$ cat config.mk
export PLATFORM = sky130hd
export DESIGN_NAME = shift_deserializer
export DESIGN_NICKNAME = d
export VERILOG_FILES = /design/src/rtl/shift_pkg.sv /design/src/rtl/shifter.sv /design/src/rtl/shift_deserializer.sv
export SDC_FILE = /design/constraint.sdc
export NUM_CORES = 1
export LEC_CHECK = 0
export ABC_AREA = 1
export CORE_MARGIN = 1.5
export CORE_UTILIZATION = 55
export DETAILED_ROUTE_END_ITERATION = 10
export PLACE_DENSITY = 0.83
export REMOVE_ABC_BUFFERS = 1
export SLEW_MARGIN = 5
export SYNTH_ARGS = -nofsm -noshare
export SYNTH_HDL_FRONTEND = slang
export SYNTH_SLANG_ARGS = --single-unit
$ cat constraint.sdc
create_clock -name clk -period 2.4 [get_ports clk]
set_input_delay 0.24 -clock clk [delete_from_list [all_inputs] [get_ports clk]]
set_output_delay 0.24 -clock clk [all_outputs]
set_load 0.05 [all_outputs]
$ cat src/rtl/shift_pkg.sv
// Shared definitions for the shifter and its users.
//   DIR_LEFT / DIR_RIGHT : encodings of the is_left_shift control.
//   shift_cw(size)       : width of a counter that indexes bits 0..size-1.
package shift_pkg;

   localparam logic DIR_LEFT  = 1'b1;
   localparam logic DIR_RIGHT = 1'b0;

   function automatic int shift_cw(input int size);
      return ($clog2(size) > 0) ? $clog2(size) : 1;
   endfunction

endpackage

$ cat src/rtl/shifter.sv
// Combinational one-position shifter used along the serial datapath.
// Ports:
//   is_left_shift : 1 = shift toward MSB (shift_in enters at bit 0),
//                   0 = shift toward LSB (shift_in enters at bit SIZE-1)
//   shift_in      : bit entering the vacated position
//   data          : word to shift
//   data_out      : shifted word
//   shift_out     : bit pushed out of the word
module shifter
   import shift_pkg::*;
#(
   parameter int SIZE = 8
) (
   input  logic            is_left_shift,
   input  logic            shift_in,
   input  logic [SIZE-1:0] data,
   output logic [SIZE-1:0] data_out,
   output logic            shift_out
);

   generate
      if (SIZE == 1) begin : g_single
         assign data_out  = shift_in;
         assign shift_out = data[0];
      end else begin : g_multi
         always_comb begin
            data_out  = '0;
            shift_out = 1'b0;
            if (is_left_shift == DIR_LEFT) begin
               data_out  = {data[SIZE-2:0], shift_in};
               shift_out = data[SIZE-1];
            end else begin
               data_out  = {shift_in, data[SIZE-1:1]};
               shift_out = data[0];
            end
         end
      end
   endgenerate

endmodule

$ cat src/rtl/shift_deserializer.sv
// Serial-to-parallel collector. Accepts one bit per cycle and assembles
// SIZE-bit words, MSB-first (left) or LSB-first (right), with the direction
// chosen on the first bit of each word. Completed words sit in a one-entry
// buffer behind a valid/ready handshake.
// Ports:
//   clk, rst_n          : clock, asynchronous active-low reset
//   clear               : synchronous abort of the partial word (output buffer untouched)
//   is_left_shift       : direction for a word being started
//   bit_in, bit_valid   : serial input, bit_ready is the accept handshake
//   data_out, word_left : completed word and its direction
//   word_valid          : data_out holds an unconsumed word; word_ready consumes it
//   bit_count           : bits collected so far in the current word
module shift_deserializer
   import shift_pkg::*;
#(
   parameter int SIZE = 8,
   parameter int CW   = shift_cw(SIZE)
) (
   input  logic            clk,
   input  logic            rst_n,
   input  logic            clear,
   input  logic            is_left_shift,
   input  logic            bit_in,
   input  logic            bit_valid,
   output logic            bit_ready,
   output logic [SIZE-1:0] data_out,
   output logic            word_left,
   output logic            word_valid,
   input  logic            word_ready,
   output logic [CW-1:0]   bit_count
);

   logic [SIZE-1:0] acc;
   logic [SIZE-1:0] acc_next;
   logic            dir_q;
   logic            dir_sel;
   logic            last_bit;
   logic            accept;
   logic            load;
   logic            unused_shift_out;

   // The first bit of a word takes its direction straight from the input,
   // later bits use the latched copy.
   assign dir_sel  = (bit_count == '0) ? is_left_shift : dir_q;
   assign last_bit = (bit_count == CW'(SIZE - 1));

   // Only the final bit of a word needs a free buffer slot; a consumer taking
   // the word in the same cycle frees it (combinational word_ready path).
   assign bit_ready = rst_n && (!last_bit || !word_valid || word_ready);
   assign accept    = bit_valid && bit_ready && !clear;
   assign load      = accept && last_bit;

   shifter #(
      .SIZE (SIZE)
   ) u_shifter (
      .is_left_shift (dir_sel),
      .shift_in      (bit_in),
      .data          (acc),
      .data_out      (acc_next),
      .shift_out     (unused_shift_out)
   );

   always_ff @(posedge clk or negedge rst_n) begin
      if (!rst_n) begin
         acc        <= '0;
         bit_count  <= '0;
         dir_q      <= DIR_RIGHT;
         data_out   <= '0;
         word_left  <= 1'b0;
         word_valid <= 1'b0;
      end else begin
         if (clear) begin
            acc       <= '0;
            bit_count <= '0;
         end else if (accept) begin
            if (bit_count == '0) begin
               dir_q <= is_left_shift;
            end
            if (last_bit) begin
               acc       <= '0;
               bit_count <= '0;
            end else begin
               acc       <= acc_next;
               bit_count <= bit_count + CW'(1);
            end
         end

         if (load) begin
            data_out   <= acc_next;
            word_left  <= dir_sel;
            word_valid <= 1'b1;
         end else if (word_ready) begin
            word_valid <= 1'b0;
         end
      end
   end

endmodule

Word-level counts from Yosys, hierarchy flattened

Index checks and enable logic that the tools add are counted.
Widths: inputs -> output; s select.

Output and inout port bits: 14
Word-level logic and storage cells: 32
Register bits after elaboration: 22
RAM bits: 0
Latch bits: 0
Memories: 0
ROM bits: 0

Bitwise logic cells: 1
$lt $le $gt $ge: 0
$add $sub $neg: 1
Equal/unequal tests: 1
Multiply operators: 0
Muxes and demuxes: 10
Divide/modulo/power cells: 0
Reductions and logical operators: 13
Shift operators: 0

Operators with widths:

| cell                | number |
|---|---|
| $mux 8              | 4 |
| $mux 3              | 3 |
| $logic_and 1x1->1   | 4 |
| $reduce_bool 2->1   | 2 |
| $add 3x1->3 const B | 1 |
| $eq 3x3->1 const B  | 1 |
| $logic_not 1->1     | 3 |
| $logic_not 3->1     | 1 |
| $mux 1              | 3 |
| $logic_or 1x1->1    | 2 |
| $reduce_and 2->1    | 1 |
| $not 1->1           | 1 |

Longest topological paths before layout

Depth after elaboration: 9
Depth in mapped cells: 9
Mapped depth without buffers: 9

Modules after synthesis

From an unflattened synthesis, not the netlist that was laid out.

Cell total of the unflattened synthesis: 146
Area, all modules: 1171.1 sq um

Modules (own cells, without submodules):

| module             | cells an instance | instances | area each (sq um) | seq. area each (sq um) |
|---|---|---|---|---|
| shift_deserializer | 117               | 1         | 1054.8            | 550.5 |
| shifter            | 29                | 1         | 116.4             | 0.0 |

Least setup slack after synthesis

Ideal clock, no wire load.

Kind: register to register
From: reg bit_count[0]
To: reg bit_count[2]
Stages on the path, launching flop included: 7
Required time: 2.317 ns
Data arrival time: 1.807 ns
Setup time: 0.083 ns
Path buffers: 0
Path slack: 0.510 ns
Clock period less this slack: 1.890 ns
Cell sequence: dfrtp_1 ha_1 ha_1 nand3_2 and2_1 nand4_1 o21ai_0

Cells in the longest elaborated chain, start to end: 8
Elaborated cells between the ends (all ways): 12
Those cells by class: add/sub (1); eq/ne (1); mux (3); reduce/logical (7)

Ends and longest elaborated chain:

| element                            | line                     | RTL |
|---|---|---|
| start: declaration                 | shift_deserializer.sv:30 | `output logic [CW-1:0] bit_count` |
| start signal: assignment           | shift_deserializer.sv:84 | `bit_count <= bit_count + CW'(1);` |
| $eq 3x3->1                         | shift_deserializer.sv:45 | `assign last_bit = (bit_count == CW'(SIZE - 1));` |
| $logic_not 1->1                    | shift_deserializer.sv:49 | `assign bit_ready = rst_n && (!last_bit \|\| !word_valid \|\| word_ready);` |
| $logic_or 1x1->1 (2 in a row)      | shift_deserializer.sv:49 |  |
| $logic_and 1x1->1                  | shift_deserializer.sv:49 |  |
| net bit_ready                      | shift_deserializer.sv:25 | `output logic bit_ready,` |
| $logic_and 1x1->1 (2 in a row)     | shift_deserializer.sv:50 | `assign accept = bit_valid && bit_ready && !clear;` |
| $reduce_bool 2->1 (no source line) | --                       |  |

The timed path passes the listed nets, and every way through them passes these cells. The select of a mux whose other input is x is not followed.
A chain may end at the register's enable or synchronous reset.

Worst setup path in the final report

From: reg bit_count[0]
To: out bit_ready

Cells in the longest elaborated chain, start to end: 5

Ends and longest elaborated chain:

| element                       | line |
|---|---|
| $eq 3x3->1                    | shift_deserializer.sv:45 |
| $logic_not 1->1               | shift_deserializer.sv:49 |
| $logic_or 1x1->1 (2 in a row) | shift_deserializer.sv:49 |
| $logic_and 1x1->1             | shift_deserializer.sv:49 |
| end: declaration              | shift_deserializer.sv:25 |

Every way passes these cells.

==> results.sh <==
export IMPL_status="complete, no violations"
export IMPL_synth_top_area_share_pct=47.4
export IMPL_wl_per_cell_um=11.0
export IMPL_antenna_cells=0
export IMPL_die_x_um=48.9
export IMPL_coreArea_mm2=0.00198
export IMPL_synth_area_top_cells="dfrtp_1 (47%), nand2_1 (24%), o21bai_2 (6.8%)"
export IMPL_reg2reg_slack_ns=0.71
export IMPL_io_pins=21
export IMPL_leakage_nw=0.751
export IMPL_wirelength_um=2140
export IMPL_grt_pass1_wl_um=3890
export IMPL_grt_overflow=0
export IMPL_cts_buffers=3
export IMPL_postLayoutCellArea_mm2=0.00144
export IMPL_worstPathArrival_ns=1.61
export IMPL_dpl_cell_area_mm2=0.00140
export IMPL_tightestPinTransition_ns=0.570
export IMPL_dpl_worst_slack_ns=0.408
export IMPL_crit_path_top_delay_cell="dfrtp_1"
export IMPL_powerDensity_mw_per_mm2=513
export IMPL_grt_total_usage_pct=21.4
export IMPL_cp_start_kind="flop"
export IMPL_setup_viol=0
export IMPL_start_util_pct=58.6
export IMPL_cts_root_buf="clkbuf_4"
export IMPL_yosys_warnings=0
export IMPL_synth_cell_types=21
export IMPL_worstPathMaxFanout=3
export IMPL_crit_chain="ha_1, ha_1, nand3_2, and2_1, buf_12"
export IMPL_critical_path_class="reg2out"
export IMPL_worst_path_most_repeated_cell="ha_1"
export IMPL_cts_resized_gates=0
export IMPL_rr_endpoint="data_out[2]"
export IMPL_grt_max_degree=16
export IMPL_setup_slack_ns=0.551
export IMPL_ys_ff_latch=22
export IMPL_maxCapViolCount=0
export IMPL_post_route_drc_count=0
export IMPL_fin_crit_sh_pct=77.0
export IMPL_reg2regPathDepth=7
export IMPL_vias_per_cell=4.84
export IMPL_hold_violations=0
export IMPL_end_kind="output port"
export IMPL_startpoint="bit_count[0]"
export IMPL_htreeDepth=1
export IMPL_yosysTopAreaCell="dfrtp_1"
export IMPL_syn_avg_cell_area_um2=8.06
export IMPL_cts_path_max_buffers=2
export IMPL_syn2layout_area_growth_pct=24.0
export IMPL_cp_depth=5
export IMPL_synth_cells=144
export IMPL_die_h_um=48.9
export IMPL_worstPathRequired_ns=2.16
export IMPL_dieArea_mm2=0.00240
export IMPL_syn_area_mm2=0.00116
export IMPL_rsz0062_at_grt="false"
export IMPL_r2r_start="bit_count[0]"
export IMPL_cp_endpoint="bit_ready"
export IMPL_hold_buffers=0
export IMPL_cpPeakStageDelay_ns=0.42
export IMPL_fin_crit_ns=1.85
export IMPL_post_cts_buffers=0
export IMPL_firstDrtPassIters=4
export IMPL_clk_insertion_delay_late_ns=0.31
export IMPL_clkSinkCount=22
export IMPL_port_buffers=20
export IMPL_hold_class="in2async"
export IMPL_path_clk_slew_ns=0.12
export IMPL_path_buf_inv=1
export IMPL_slew_violations=0
export IMPL_grt_pass1_vias=903
export IMPL_crit_family="adder cells"
export IMPL_finalSetupTns_ns=0
export IMPL_irDropWorstVdd_mv=0.383
export IMPL_gp_congestion=0.847
export IMPL_place_hpwl_um=1640
export IMPL_drtAntennaViolNets=0
export IMPL_antenna_found_initial=0
export IMPL_drive_gt1_share_pct=11.9
export IMPL_rows=16
export IMPL_max_slew_margin_pct=61.9
export IMPL_clock_skew_ns=0.00711
export IMPL_timing_fmax_mhz=541
export IMPL_fin_nets=179
export IMPL_drt_iter0_drc=27
export IMPL_vias=944
export IMPL_yosysSeqAreaShare_pct=47.4
export IMPL_tritoncts="yes"
-- metrics by stage --
stage               std cells  power (mW)  hold slack, ns  util, %
floorplan                 142       0.485         -0.0556        -
global placement          191       0.537           0.470     70.8
detailed placement        191       0.539           0.472     70.8
CTS                       195       0.746           0.284     72.7
global route              195       0.774           0.311     72.7
finish                    195       0.739           0.285     72.7
-- worst reg2reg max path, stage by stage, from the launching register on --
cell     delay, ns
dfrtp_1       0.42
ha_1          0.22
ha_1          0.20
nand3_2       0.11
nand4_4       0.23
nor2_4        0.28
nand2_1       0.10
nand2_1       0.08
-- sequential cells by signal, summed over array words and instances (netlist names) --
signal / flops
word_valid: 1
dir_q: 1
bit_count: 3
acc: 8
word_left: 1
data_out: 8
-- metal layers --
metal | wire length, um | share of wire [%] | global-route usage (%) | vias to the layer above
met5 | 0 | 0 | 0 | -
met4 | 36 | 1.7 | 10.0 | 0
met3 | 66 | 3.1 | 3.68 | 4
met2 | 971 | 45 | 33.3 | 20
met1 | 1070 | 50 | 29.2 | 429
li1 | - | - | - | 491
-- report_power, final --
group          switching (mW)  total [mW]  internal (mW)
registers             0.00873       0.393          0.384
logic                  0.0898       0.139         0.0490
clock network           0.114       0.207         0.0927
-- cell type report --
type	count	area, um2
flip-flops and latches	22	551
clock buffers	4	36.3
inverters	19	71.3
multi-input cells	101	523
repair buffers	22	225
fillers	153	542
well taps	27	33.8
-- kinds of logic (layout without fill, tap and decap cells) --
kind of cell	Yosys count	count (layout)	share of synthesized area, %
and+or+nand+nor	84	84	31.5
DFF	22	22	47.4
buffers and inverters	21	45	7.54
AOI/OAI and AO/OA	14	14	10.3
adders and majority gates	3	3	3.23
-- Yosys cell counts --
cell,n
nand3b_1,1
inv_1,17
nand2_1,73
nand4_4,1
nor2_4,1
clkinv_1,1
buf_2,1
o21ai_1,1
nand3_2,1
o21bai_1,2
nand3_1,2
nand2_2,2
ha_1,3
nand4_1,2
o21bai_2,7
o21ai_0,3
dfrtp_1,22
buf_6,1
o22ai_1,1
and2_1,1
inv_2,1
-- cells in the final DEF, fill, tap and decap left out, types with 3 or more instances in the layout --
cell type	count
ha_1	3
o21bai_2	7
dfrtp_1	22
inv_1	17
clkdlybuf4s50_1	19
o21ai_0	3
nand2_1	73
clkbuf_4	3
-- worst min-delay path by stage --
stage            from      endpoint  slack (ns)  cells after the start
3_3_place_gp   acc[0]        acc[0]        0.47                      2
2_1_floorplan   rst_n        acc[0]       -0.06                      0
6_report        rst_n        acc[0]        0.29                      1
3_5_place_dp   acc[7]        acc[7]        0.47                      2
4_1_cts         rst_n        acc[0]        0.28                      1
5_1_grt         rst_n  bit_count[2]        0.31                      1
No activity file was read; power rests on OpenSTA's default activity.
